File: src/rtl/vm_order_sequencer.sv
`default_nettype none
// ============================================================================
// Module      : vm_order_sequencer
// Description : Coin/selection front end that holds the dispense decoder's
//               request lines until Ack, then pays change or refunds.
// Revision    : 1.0
// ============================================================================
module vm_order_sequencer #(
  parameter int PRICE   = 3,
  parameter int CNT_W   = 4,
  parameter int TIMEOUT = 200,
  parameter int TO_W    = 8
) (
  input  logic             Clk,
  input  logic             Rst,
  input  logic             CoinIn,
  input  logic             SelMojo,
  input  logic             SelFizzUp,
  input  logic             Cancel,
  input  logic             Ack,
  output logic             Mojo,
  output logic             Taka,
  output logic             FizzUp,
  output logic [CNT_W-1:0] Credit,
  output logic             Refund,
  output logic             Reject,
  output logic             Busy
);

  typedef enum logic [1:0] {
    S_IDLE    = 2'd0,
    S_COLLECT = 2'd1,
    S_ORDER   = 2'd2,
    S_REFUND  = 2'd3
  } state_t;

  localparam logic [CNT_W-1:0] C_PRICE   = CNT_W'(PRICE);
  localparam logic [CNT_W-1:0] C_MAX     = {CNT_W{1'b1}};
  localparam logic [TO_W-1:0]  C_TIMEOUT = TO_W'(TIMEOUT);

  state_t           r_state;
  logic             r_sel_mojo;
  logic             r_sel_fizz;
  logic [TO_W-1:0]  r_to;

  logic             w_sel_mojo;
  logic             w_sel_fizz;
  logic             w_activity;
  logic             w_can_order;
  logic [TO_W-1:0]  w_to_inc;
  logic [CNT_W-1:0] w_change;

  // A single button pulse replaces any earlier choice; both together set both.
  always_comb begin
    w_sel_mojo = r_sel_mojo;
    w_sel_fizz = r_sel_fizz;
    if (SelMojo && SelFizzUp) begin
      w_sel_mojo = 1'b1;
      w_sel_fizz = 1'b1;
    end else if (SelMojo) begin
      w_sel_mojo = 1'b1;
      w_sel_fizz = 1'b0;
    end else if (SelFizzUp) begin
      w_sel_mojo = 1'b0;
      w_sel_fizz = 1'b1;
    end
  end

  assign w_activity  = CoinIn | SelMojo | SelFizzUp;
  assign w_can_order = (Credit >= C_PRICE) && (r_sel_mojo || r_sel_fizz);
  assign w_to_inc    = r_to + 1'b1;
  assign w_change    = Credit - C_PRICE;

  always_ff @(posedge Clk) begin
    if (Rst) begin
      r_state    <= S_IDLE;
      Credit     <= '0;
      r_sel_mojo <= 1'b0;
      r_sel_fizz <= 1'b0;
      r_to       <= '0;
      Mojo       <= 1'b0;
      Taka       <= 1'b0;
      FizzUp     <= 1'b0;
      Refund     <= 1'b0;
      Reject     <= 1'b0;
      Busy       <= 1'b0;
    end else begin
      Refund <= 1'b0;
      Reject <= 1'b0;
      case (r_state)
        S_IDLE: begin
          r_sel_mojo <= w_sel_mojo;
          r_sel_fizz <= w_sel_fizz;
          if (CoinIn) begin
            Credit  <= CNT_W'(1);
            r_to    <= '0;
            r_state <= S_COLLECT;
          end
        end

        S_COLLECT: begin
          if (Cancel) begin
            Reject     <= CoinIn;
            r_sel_mojo <= 1'b0;
            r_sel_fizz <= 1'b0;
            r_to       <= '0;
            r_state    <= S_REFUND;
            Busy       <= 1'b1;
          end else if (w_can_order) begin
            // Order commits on registered credit/latches; inputs this cycle are not taken.
            Reject  <= CoinIn;
            Mojo    <= r_sel_mojo;
            FizzUp  <= r_sel_fizz;
            Taka    <= 1'b1;
            r_to    <= '0;
            r_state <= S_ORDER;
            Busy    <= 1'b1;
          end else begin
            if (CoinIn) begin
              if (Credit == C_MAX) begin
                Reject <= 1'b1;
              end else begin
                Credit <= Credit + 1'b1;
              end
            end
            r_sel_mojo <= w_sel_mojo;
            r_sel_fizz <= w_sel_fizz;
            if (w_activity) begin
              r_to <= '0;
            end else if (w_to_inc == C_TIMEOUT) begin
              r_to       <= '0;
              r_sel_mojo <= 1'b0;
              r_sel_fizz <= 1'b0;
              r_state    <= S_REFUND;
              Busy       <= 1'b1;
            end else begin
              r_to <= w_to_inc;
            end
          end
        end

        S_ORDER: begin
          Reject <= CoinIn;
          if (Ack) begin
            Mojo       <= 1'b0;
            Taka       <= 1'b0;
            FizzUp     <= 1'b0;
            r_sel_mojo <= 1'b0;
            r_sel_fizz <= 1'b0;
            if (r_sel_mojo && r_sel_fizz) begin
              r_state <= S_REFUND;
            end else begin
              Credit <= w_change;
              if (w_change != '0) begin
                r_state <= S_REFUND;
              end else begin
                r_state <= S_IDLE;
                Busy    <= 1'b0;
              end
            end
          end
        end

        S_REFUND: begin
          Reject <= CoinIn;
          if (Credit != '0) begin
            Refund <= 1'b1;
            Credit <= Credit - 1'b1;
          end else begin
            r_state <= S_IDLE;
            Busy    <= 1'b0;
          end
        end

        default: begin
          r_state <= S_IDLE;
          Busy    <= 1'b0;
        end
      endcase
    end
  end

endmodule
`default_nettype wire

File: config.mk
export PLATFORM = sky130hd
export DESIGN_NAME = vm_order_sequencer
export DESIGN_NICKNAME = d
export VERILOG_FILES = /design/src/rtl/vm_order_sequencer.sv
export SDC_FILE = /design/constraint.sdc
export NUM_CORES = 1
export LEC_CHECK = 0
export ABC_AREA = 1
export BUFFER_PORTS_ARGS = -buffer_cell sky130_fd_sc_hd__buf_4
export CAP_MARGIN = 40
export CORE_AREA = 2 2 61 63
export CTS_CLUSTER_DIAMETER = 60
export DETAILED_ROUTE_END_ITERATION = 12
export DIE_AREA = 0 0 63 65
export MAX_ROUTING_LAYER = met4
export PLACE_DENSITY = 0.71
export SLEW_MARGIN = 30
export SYNTH_ARGS = -nofsm -noshare
export SYNTH_HDL_FRONTEND = slang
export SYNTH_SLANG_ARGS = --single-unit
File: constraint.sdc
create_clock -name Clk -period 2.2 [get_ports Clk]
set_input_delay 0.11 -clock Clk [delete_from_list [all_inputs] [get_ports Clk]]
set_output_delay 0.11 -clock Clk [all_outputs]
set_load 0.02 [all_outputs]
Yosys cells after proc, flatten, opt, wreduce, memory -nomap -nowiden --
Index checks and enable logic that the tools add are counted. W data, S select, Z words.
Operators by class: add/subtract/negate cells 4, $lt $le $gt $ge 1, equal/unequal tests 19, mux-type cells 66, bitwise operators 3, reductions and logical operators 19
Operator list (count):
- $mux W8 | 5
- $mux W1 | 34
- $mux W4 | 8
- $ne A2 B2 Y1 const B | 11
- $mux W2 | 9
- $pmux W4 S4 | 1
- $pmux W8 S2 | 1
- $pmux W1 S3 | 3
- $add A8 B1 Y8 const B | 1
- $eq A8 B8 Y1 const B | 1
- $ne A4 B4 Y1 const B | 2
- $pmux W1 S2 | 4
- $pmux W2 S4 | 1
- $reduce_and A8 Y1 | 1
- $reduce_bool A4 Y1 | 2
- $reduce_and A7 Y1 | 1
- $reduce_bool A3 Y1 | 2
- $reduce_and A5 Y1 | 1
- $add A4 B1 Y4 const B | 1
- $eq A2 B2 Y1 const B | 2
- $eq A4 B4 Y1 const B | 1
- $ge A4 B2 Y1 const B | 1
- $reduce_and A4 Y1 | 1
- $reduce_bool A2 Y1 | 2
- 12 further kinds | 16
Storage, ports and cells: bits in registers 22, output and inout bits 10, logic and storage cells 123

Longest topological paths before layout --
Gate-level depths: netlist (run 1).
depth after elaboration 8, depth in mapped cells 12

Worst setup path before layout (run 1) --
No wires, ideal clock.
path kind register to register, from reg r_state[1], to reg Credit[3], library setup time 132 ps, arrival 1608 ps, data required time 2068 ps, path slack 460 ps, cell stages (with the launch flop) 11, buffers on the path 0, period minus slack after synthesis 1740 ps, cells stage by stage dfxtp_1 > ha_1 > ha_1 > nand2_1 > nor2_1 > a211oi_1 > a21oi_1 > o21ai_0 > nand2_1 > nand2_1 > a21oi_1
On the way: cells in the longest elaborated chain, start to end 3, elaborated cells on any way between the ends 14, classes of those cells eq/ne (11); mux (1); reduce/logical (2)
RTL lines:
- start: declaration | RTL line 41 | state_t r_state;
- start signal: assignment | RTL line 76 | r_state <= S_IDLE;
- start signal: assignment | RTL line 97 | r_state <= S_COLLECT;
- start signal: assignment | RTL line 107 | r_state <= S_REFUND;
- $eq A2 B2 Y1, or another cell as far along | RTL line 90 | case (r_state)
- $ne A2 B2 Y1 (no line)
- $reduce_and A8 Y1 (no line)
- end signal: assignment | RTL line 123 | Credit <= Credit + 1'b1;
- end signal: assignment | RTL line 153 | Credit <= w_change;
- end signal: assignment | RTL line 168 | Credit <= Credit - 1'b1;
- end: declaration | RTL line 24 | output logic [CNT_W-1:0] Credit,
Several ways; a longest one is shown, not always the timed one. A chain may end at the register's enable or synchronous reset.

Worst setup path in the final report (run 1) --
from reg r_state[1], to reg r_state[0]
On the way: cells in the longest elaborated chain, start to end 3, elaborated cells on any way between the ends 11, classes of those cells eq/ne (8); mux (1); reduce/logical (2)
RTL lines (RTL line):
- $eq A2 B1 Y1, or another cell as far along | 90
- $ne A4 B4 Y1 (no line) or $ne A2 B2 Y1 (tied branches)
- $reduce_and A5 Y1 (no line)
Several ways; a longest one is shown, not always the timed one.

==> results.toml, run 1 <==
[run]
maxCapViolCount = 0

[logic_synthesis]
synthCells = 227
synthSimpleGateAreaFrac_pct = 35.6
synth-seq-cells = 22
synth_top_family_by_area = "simple AND/OR/NAND/NOR gates"
avgSynthCellArea_um2 = 6.60
ys_top_cells_by_count = "nand2_1, inv_1, a21oi_1, dfxtp_1, nor2_1"
synth_edf_count = 0
synth_xor_area_share_pct = 0.584
synthesis.area_um2 = 1500
synth_fp_nets = 244
async_reset_ff_share_pct = 0
synthFlopType = "dfxtp_1"
netlist_top_cells_area = "dfxtp_1, nand2_1, ha_1"
synth_mux_area_share_pct = 0
yosysWarnings = 0
netlist.area_leader.share_pct = 29.4
synth.most_common_cell = "nand2_1"
ys_seq_area_share_pct = 29.4
synth_compound_gate_area_share_pct = 16.3
synthDistinctLibCells = 34
synthAdderAreaFrac_pct = 8.85
synth_area_leader_cell = "dfxtp_1"

[floorplanning]
fp.dieW_um = 63
start_util_pct = 42.9
die_h_um = 65
fp.dieArea_um2 = 4100
num_rows = 22
num_io_pins = 17
coreArea_um2 = 3500

[timing]
finalHoldViolations = 0
whs_ps = 91.9
setup_tns_ps = 0
rsz0062_at_grt = "no"
finalSetupViolations = 0
period_needed_ps = 1890
finalMaxSlewViolations = 0
skew_ps = 5.84
tightest_slew_ps = 495
period_share_pct = 86.0
fmax_ghz = 0.529
maxSlewHeadroom_pct = 66.7

[finish]
drive_above_1_share_pct = 16.7
num-nets-final = 263
final_cell_area_um2 = 1700
n_antenna_cell = 0
area_growth_pct = 13.6
fill_cells = 374

[grt]
gr-usage-met3_pct = 3.99
grt.overflow.total = 0
use_met1_pct = 20.1
antenna_found_initial = 0
grt_pass1_vias = 1398
grt_busiest_layer = "met2"
grt.met2_usage_pct = 31.9
grt_pass1_wl_mm = 5.76
grt_use_total_pct = 17.9
grt_max_degree = 19

[power]
p_total_mw = 1.59
p_per_area_nw_per_um2 = 931
peakVddDrop_mv = 0.621
p_leak_nw = 0.772

[setup_path]
end_kind = "flop"
critical_path_required_ps = 2410
reg2reg_depth = 10
cp_max_fo = 7
r2r-end = "r_state[0]"
crit_arrival_ps = 2100
critPathLaunchType = "flop"
r2r_start = "r_state[1]"
r2r_slack_ps = 310
path_class = "reg -> reg"

[clocking]
cts.clk_slew.worst_paths_ps = 130
cts_tree = "done"
clock_sinks = 22
htreeDepth = 1
clkLatencyLatePin_ps = 310
cts.path.max_buffers = 2
clockRootBuffer = "clkbuf_4"
cts_hold_buf = 0
cts_setup_buffers = 0
cts_resized = 0
cts_buffers = 3

[routing]
vias = 1467
drtAntennaViolNets = 0
firstDrtPassIters = 4
routed_wl_mm = 3.23
routedWlPerCell_um = 11.0
via_per_inst = 5.01
drc_errors = 0
drtIter0Drc = 88

[min_path]
hold_end = "Reject"
hold_depth = 3
worstHoldPathType = "in -> reg"
hold_start = "CoinIn"

[place]
portBuffers = 16
place_area_um2 = 1670
dp_hpwl_mm = 2.51
routabilityCongestion = 0.868

[run_status]
outcome = "completed"
how the worst max path moves through the flow:
stage	from	endpoint	slack (ps)
floorplan	r_state[1]	Credit[3]	460
global placement	r_state[1]	r_state[0]	310
detailed placement	r_state[1]	r_to[4]	330
CTS	r_state[1]	r_to[4]	310
global route	r_state[1]	r_to[4]	110
finish	r_state[1]	r_state[0]	310
layer usage:
metal,vias to the layer above,share of wire (%),routed length [um]
met5,-,0,0
met4,0,1.1,35
met3,4,4.0,130
met2,28,50,1600
met1,655,45,1460
li1,780,-,-
worst max-delay path, cell delays in order (launching register included):
cell     delay, ps
dfxtp_1        450
inv_1          110
ha_1           280
inv_2          120
nor2_1          70
nand2_1        100
nor2_1          70
nor3b_2        210
nand3_2        120
nor3_1         190
nor2_1          60
cell families (layout without fill, tap and decap cells):
| kind of cell | Yosys count | count (layout) |
|---|---|---|
| compound gates | 43 | 43 |
| xor+xnor | 1 | 1 |
| fa+ha+maj | 10 | 10 |
| buf+inv | 35 | 53 |
| flops | 22 | 22 |
| simple gates | 116 | 116 |
flip-flops by register name, summed over array words and instances, names as in the netlist:
register and flops:
r_sel_fizz 1, Reject 1, Credit 4, r_state 2
FizzUp 1, r_sel_mojo 1, Busy 1, r_to 8
Refund 1, Taka 1, Mojo 1
layout make-up:
type                    count  area (um2)  share of cell area [%]
flip-flops and latches     22         440                    25.9
well taps                  48        60.1                    3.53
repair buffers             17         128                    7.49
multi-input cells         170         918                    53.9
clock buffers               4        36.3                    2.13
inverters                  32         120                    7.05
where the power goes:
part           total [mW]  internal, mW  switching [mW]
Combinational       0.797         0.292           0.505
Clock               0.228         0.101           0.127
Sequential          0.561         0.474          0.0872
placed cells by master (no fill, tap or decap), types with 2 or more instances in the layout:
master and instances:
ha_1 9, a21oi_1 22, o21ai_0 11, inv_2 5
nand4_1 6, buf_4 17, dfxtp_1 22, nand3_2 2
nor2_2 4, nor3_1 3, clkbuf_4 3, nor2_1 16
inv_1 27, nand2_1 63, nand2_2 3, nand3_1 14
metrics by stage:
stage | utilization (%) | setup WS, ps | std cells
floorplan | - | 460 | 227
global placement | 47.7 | 311 | 289
detailed placement | 47.7 | 326 | 289
CTS | 48.7 | 308 | 293
global route | 48.7 | 112 | 293
finish | 48.7 | 308 | 293
Note: power is estimated with default switching activity, not from simulation.
==> inputs of run 2 (changes only) <==
==> constraint.sdc (replaced) <==
create_clock -name Clk -period 1.8 [get_ports Clk]
set_input_delay 0.09 -clock Clk [delete_from_list [all_inputs] [get_ports Clk]]
set_output_delay 0.09 -clock Clk [all_outputs]
set_load 0.02 [all_outputs]
==> results.toml, run 2 (synthesis gave the netlist of run 1 again) <==
[setup_path]
crit_arrival_ps = 1980
reg2reg_depth = 10
r2r-end = "Credit[3]"
crit_path_max_incr_delay_ps = 370
critical_path_required_ps = 2060
r2r_start = "r_state[1]"
path_class = "reg -> reg"
cp_slowest_cell = "dfxtp_2"
critPathLaunchType = "flop"
crit_path_cell_trace = "ha_1, ha_1, nand2_1, nor2_1, a211oi_2, a21oi_1, o21ai_0, nand2_1, nand2_1, a21oi_1"
path_common_cell = "nand2_1"
r2r_slack_ps = 80
end_kind = "flop"
cp_max_fo = 5

[routing]
drc_errors = 0
routed_wl_mm = 3.38
firstDrtPassIters = 4
vias = 1528
via_per_inst = 5.01
routedWlPerCell_um = 11.1
drtAntennaViolNets = 0
drtIter0Drc = 119

[timing]
finalMaxSlewViolations = 0
tightest_slew_ps = 272
worst_slack_ps = 78.3
finalHoldViolations = 0
maxSlewHeadroom_pct = 81.8
fmax_ghz = 0.581
finalSetupViolations = 0
rsz0062_at_grt = "yes"
period_share_pct = 95.7
skew_ps = 6.90
period_needed_ps = 1720

[floorplanning]
fp.dieW_um = 63
num_io_pins = 17
coreArea_um2 = 3500
fp.dieArea_um2 = 4100
die_h_um = 65
start_util_pct = 42.9
num_rows = 22

[finish]
layout_commonest_cell = "nand2_1"
largest_register_ff_count = 8
drive_above_1_share_pct = 24.5
reg_top3 = "r_to (8), Credit (4), r_state (2)"
n_antenna_cell = 0
area_growth_pct = 22.5
layout_common_cells = "nand2_1, buf_4, inv_1, a21oi_1, dfxtp_1"
final_cell_area_um2 = 1840
largest_register = "r_to"
fill_cells = 354
num-nets-final = 275

[place]
portBuffers = 16
routabilityCongestion = 0.886
dp_hpwl_mm = 2.68
dp_slack_ps = -41.3
place_area_um2 = 1760

[min_path]
hold_start = "CoinIn"
hold_end = "Reject"
worstHoldPathType = "in -> reg"
hold_depth = 3

[run_status]
outcome = "completed"

[grt]
grt_use_total_pct = 18.6
grt_pass1_vias = 1406
grt_pass1_wl_mm = 5.95
grt.overflow.total = 0
grt_max_degree = 19
antenna_found_initial = 0

[power]
peakVddDrop_mv = 0.479
p_leak_nw = 0.840
p_per_area_nw_per_um2 = 1170

[clocking]
cts_buffers = 3
htreeDepth = 1
cts.path.max_buffers = 2
cts_hold_buf = 0
clkLatencyLatePin_ps = 310
cts_tree = "done"
cts.clk_slew.worst_paths_ps = 130
clock_sinks = 22
cts_setup_buffers = 0
clockRootBuffer = "clkbuf_4"

[run]
maxCapViolCount = 0
==> run 2: cell count changes in the layout (fill, tap and decap cells not counted), sizes merged <==
| cell | before | now |
|---|---|---|
| buf | 17 | 29 |
==> run 2: layer usage <==
| metal | global-route usage [%] | share of wire [%] | vias up |
|---|---|---|---|
| met1 | 22.4 | 46 | 682 |
| met3 | 2.08 | 4.0 | 5 |
| met2 | 32.6 | 49 | 36 |
| met4 | 5.83 | 1.2 | 0 |
| li1 | - | - | 805 |
| met5 | - | 0 | - |
==> run 2: where the power goes <==
| group | leakage (nW) | internal, mW | switching, mW |
|---|---|---|---|
| Sequential | 0.181 | 0.584 | 0.0950 |
| Clock | 0.0210 | 0.124 | 0.155 |
| Combinational | 0.638 | 0.487 | 0.703 |
==> run 2: repair_timing <==
item,in CTS,in global routing
gates resized for setup,1,12
pin swaps,0,1
setup endpoints to repair,4,11
==> run 2: how the worst max path moves through the flow <==
stage / to / cells past startpoint / from
after CTS: Credit[0] / 9 / r_state[0]
after floorplan: Credit[3] / 10 / r_state[1]
final: Credit[3] / 10 / r_state[1]
after detailed placement: Credit[0] / 9 / r_state[0]
after global routing: Credit[3] / 10 / r_state[1]
after global placement: Credit[0] / 9 / r_state[0]
==> run 2: cell type report <==
cell class / count / area [um2] / area share, %
Clock buffer: 4 / 36.3 / 1.98
Tap cell: 48 / 60.1 / 3.27
Sequential cell: 22 / 445 / 24.3
Multi-Input combinational cell: 170 / 957 / 52.1
Timing Repair Buffer: 29 / 218 / 11.9
Inverter: 32 / 120 / 6.54
==> run 2: through the flow <==
stage / hold slack (ps) / cells / utilization [%] / total power, mW / setup TNS (ps)
2_1_floorplan: 234 / 227 / - / 1.42 / 0
3_3_place_gp: 399 / 301 / 50.3 / 1.80 / -24.8
3_5_place_dp: 401 / 301 / 50.3 / 1.82 / -78.7
4_1_cts: 52.1 / 305 / 51.4 / 2.11 / 0
5_1_grt: 52.3 / 305 / 52.5 / 2.35 / -120
6_report: 65.7 / 305 / 52.5 / 2.15 / 0
==> run 2: worst max-delay path, delay by kind of cell, from the launching register on <==
| kind | cells | cell delay, ps |
|---|---|---|
| adders and majority gates | 2 | 570 |
| AOI/OAI and AO/OA | 4 | 420 |
| DFF | 1 | 370 |
| and+or+nand+nor | 4 | 310 |
==> inputs of run 3 (changes only) <==
==> constraint.sdc (replaced) <==
create_clock -name Clk -period 1.75 [get_ports Clk]
set_input_delay 0.0875 -clock Clk [delete_from_list [all_inputs] [get_ports Clk]]
set_output_delay 0.0875 -clock Clk [all_outputs]
set_load 0.02 [all_outputs]
==> results.toml, run 3 (synthesis gave the netlist of run 1 again) <==
[routing]
routed_wl_mm = 3.50
vias = 1542
drc_errors = 0
firstDrtPassIters = 4
drtAntennaViolNets = 0
routedWlPerCell_um = 11.2
via_per_inst = 4.93
drtIter0Drc = 99

[finish]
largest_register_ff_count = 8
fill_cells = 348
final_cell_area_um2 = 1980
num-nets-final = 283
largest_register = "r_to"
n_antenna_cell = 0
reg_top3 = "r_to (8), Credit (4), r_state (2)"
area_growth_pct = 32.1
multi_input_area_um2 = 1030
layout_common_cells = "nand2_1, buf_4, inv_1, a21oi_1"
utilization_pct = 56.6
seq_area_um2 = 459
layout_commonest_cell = "nand2_1"
drive_above_1_share_pct = 34.0

[clocking]
htreeDepth = 1
clkLatencyLatePin_ps = 320
cts_buffers = 3
cts.clk_slew.worst_paths_ps = 140
cts.path.max_buffers = 2
clockRootBuffer = "clkbuf_4"
cts_tree = "done"
clock_sinks = 22

[setup_path]
path_class = "reg -> reg"
end_kind = "flop"
critical_path_required_ps = 2010
crit_arrival_ps = 1890
cp_max_fo = 5
critPathLaunchType = "flop"

[floorplanning]
num_io_pins = 17
die_h_um = 65
start_util_pct = 42.9
fp.dieW_um = 63
fp.dieArea_um2 = 4100
num_rows = 22
coreArea_um2 = 3500

[timing]
period_share_pct = 93.1
skew_ps = 9.53
finalSetupViolations = 0
period_needed_ps = 1630
rsz0062_at_grt = "yes"
maxSlewHeadroom_pct = 83.7
finalHoldViolations = 0
finalMaxSlewViolations = 0
tightest_slew_ps = 242
fmax_ghz = 0.614

[run_status]
outcome = "completed"

[power]
peakVddDrop_mv = 0.561
p_per_area_nw_per_um2 = 1190
p_leak_nw = 0.893

[place]
dp_hpwl_mm = 2.63
routabilityCongestion = 0.962
place_area_um2 = 1790
portBuffers = 16

[grt]
grt.overflow.total = 0
antenna_found_initial = 0
grt_pass1_wl_mm = 5.89
grt_max_degree = 19
grt_pass1_vias = 1427
grt_use_total_pct = 18.2

[min_path]
worstHoldPathType = "in -> reg"

[run]
maxCapViolCount = 0
## run 3: cell count changes in the layout (fill, tap and decap cells not counted), moves of 2 or more
cell / delta
buf_4: +8
dfxtp_1: -5
nor2_2: +3
ha_2: +4
nor2_1: -3
dfxtp_4: +3
nand2_1: -4
o21ai_1: +2
o21ai_0: -2
ha_1: -5
dfxtp_2: +2
nand2_4: +2
nand2_2: +2
## run 3: repair_timing
action / 4_1_cts / 5_1_grt
cloned: 0 / 0
hold buffers: 0 / 0
setup endpoints to repair: 4 / 19
resized for setup: 2 / 38
buffers inserted: 0 / 3
pin swaps: 0 / 8
## run 3: critical path: stages (launching register included)
cell and delay, ps:
dfxtp_2 370, inv_1 60, buf_4 140, ha_1 250
inv_2 120, nor2_2 70, a21oi_2 150, inv_2 70
nor3_4 160, nand2_1 70, a21oi_1 130
## run 3: worst paths after layout
check	startpoint	to	slack [ps]	cells past startpoint
max	r_state[0]	r_to[7]	120	10
min	CoinIn	Reject	50	3
max reg2reg	r_state[0]	r_to[7]	120	10
min reg2reg	FizzUp	FizzUp	470	2
## run 3: through the flow
step | total power, mW | TNS (ps) | setup slack [ps] | hold slack (ps) | std cells
2_1_floorplan | 1.47 | 0 | 10.2 | 232 | 227
3_3_place_gp | 1.89 | 0 | 16.0 | 400 | 306
3_5_place_dp | 1.90 | -42.6 | -17.9 | 396 | 306
4_1_cts | 2.21 | 0 | 3.60 | 41.4 | 310
5_1_grt | 2.54 | -32.6 | -21.1 | 60.2 | 313
6_report | 2.35 | 0 | 120 | 52.1 | 313
## run 3: layout make-up
cell class | instances | area share, %
well taps | 48 | 3.03
clock buffers | 4 | 1.83
repair buffers | 37 | 14.0
multi-input cells | 170 | 51.8
inverters | 32 | 6.07
flip-flops and latches | 22 | 23.2
## run 3: per-layer routing
layer  track usage (%)  share of wire [%]  up-vias
met5                 -                  0        -
met4              4.44               0.49        0
met3              2.26                3.9        2
met2              32.7                 50       26
met1              21.7                 46      696
li1                  -                  -      818
## run 3: power breakdown
part	switching (mW)	leakage, nW	internal, mW	total [mW]
sequential	0.103	0.184	0.611	0.714
clock	0.172	0.0210	0.127	0.299
combinational	0.753	0.688	0.583	1.34
total	1.03	0.893	1.32	2.35
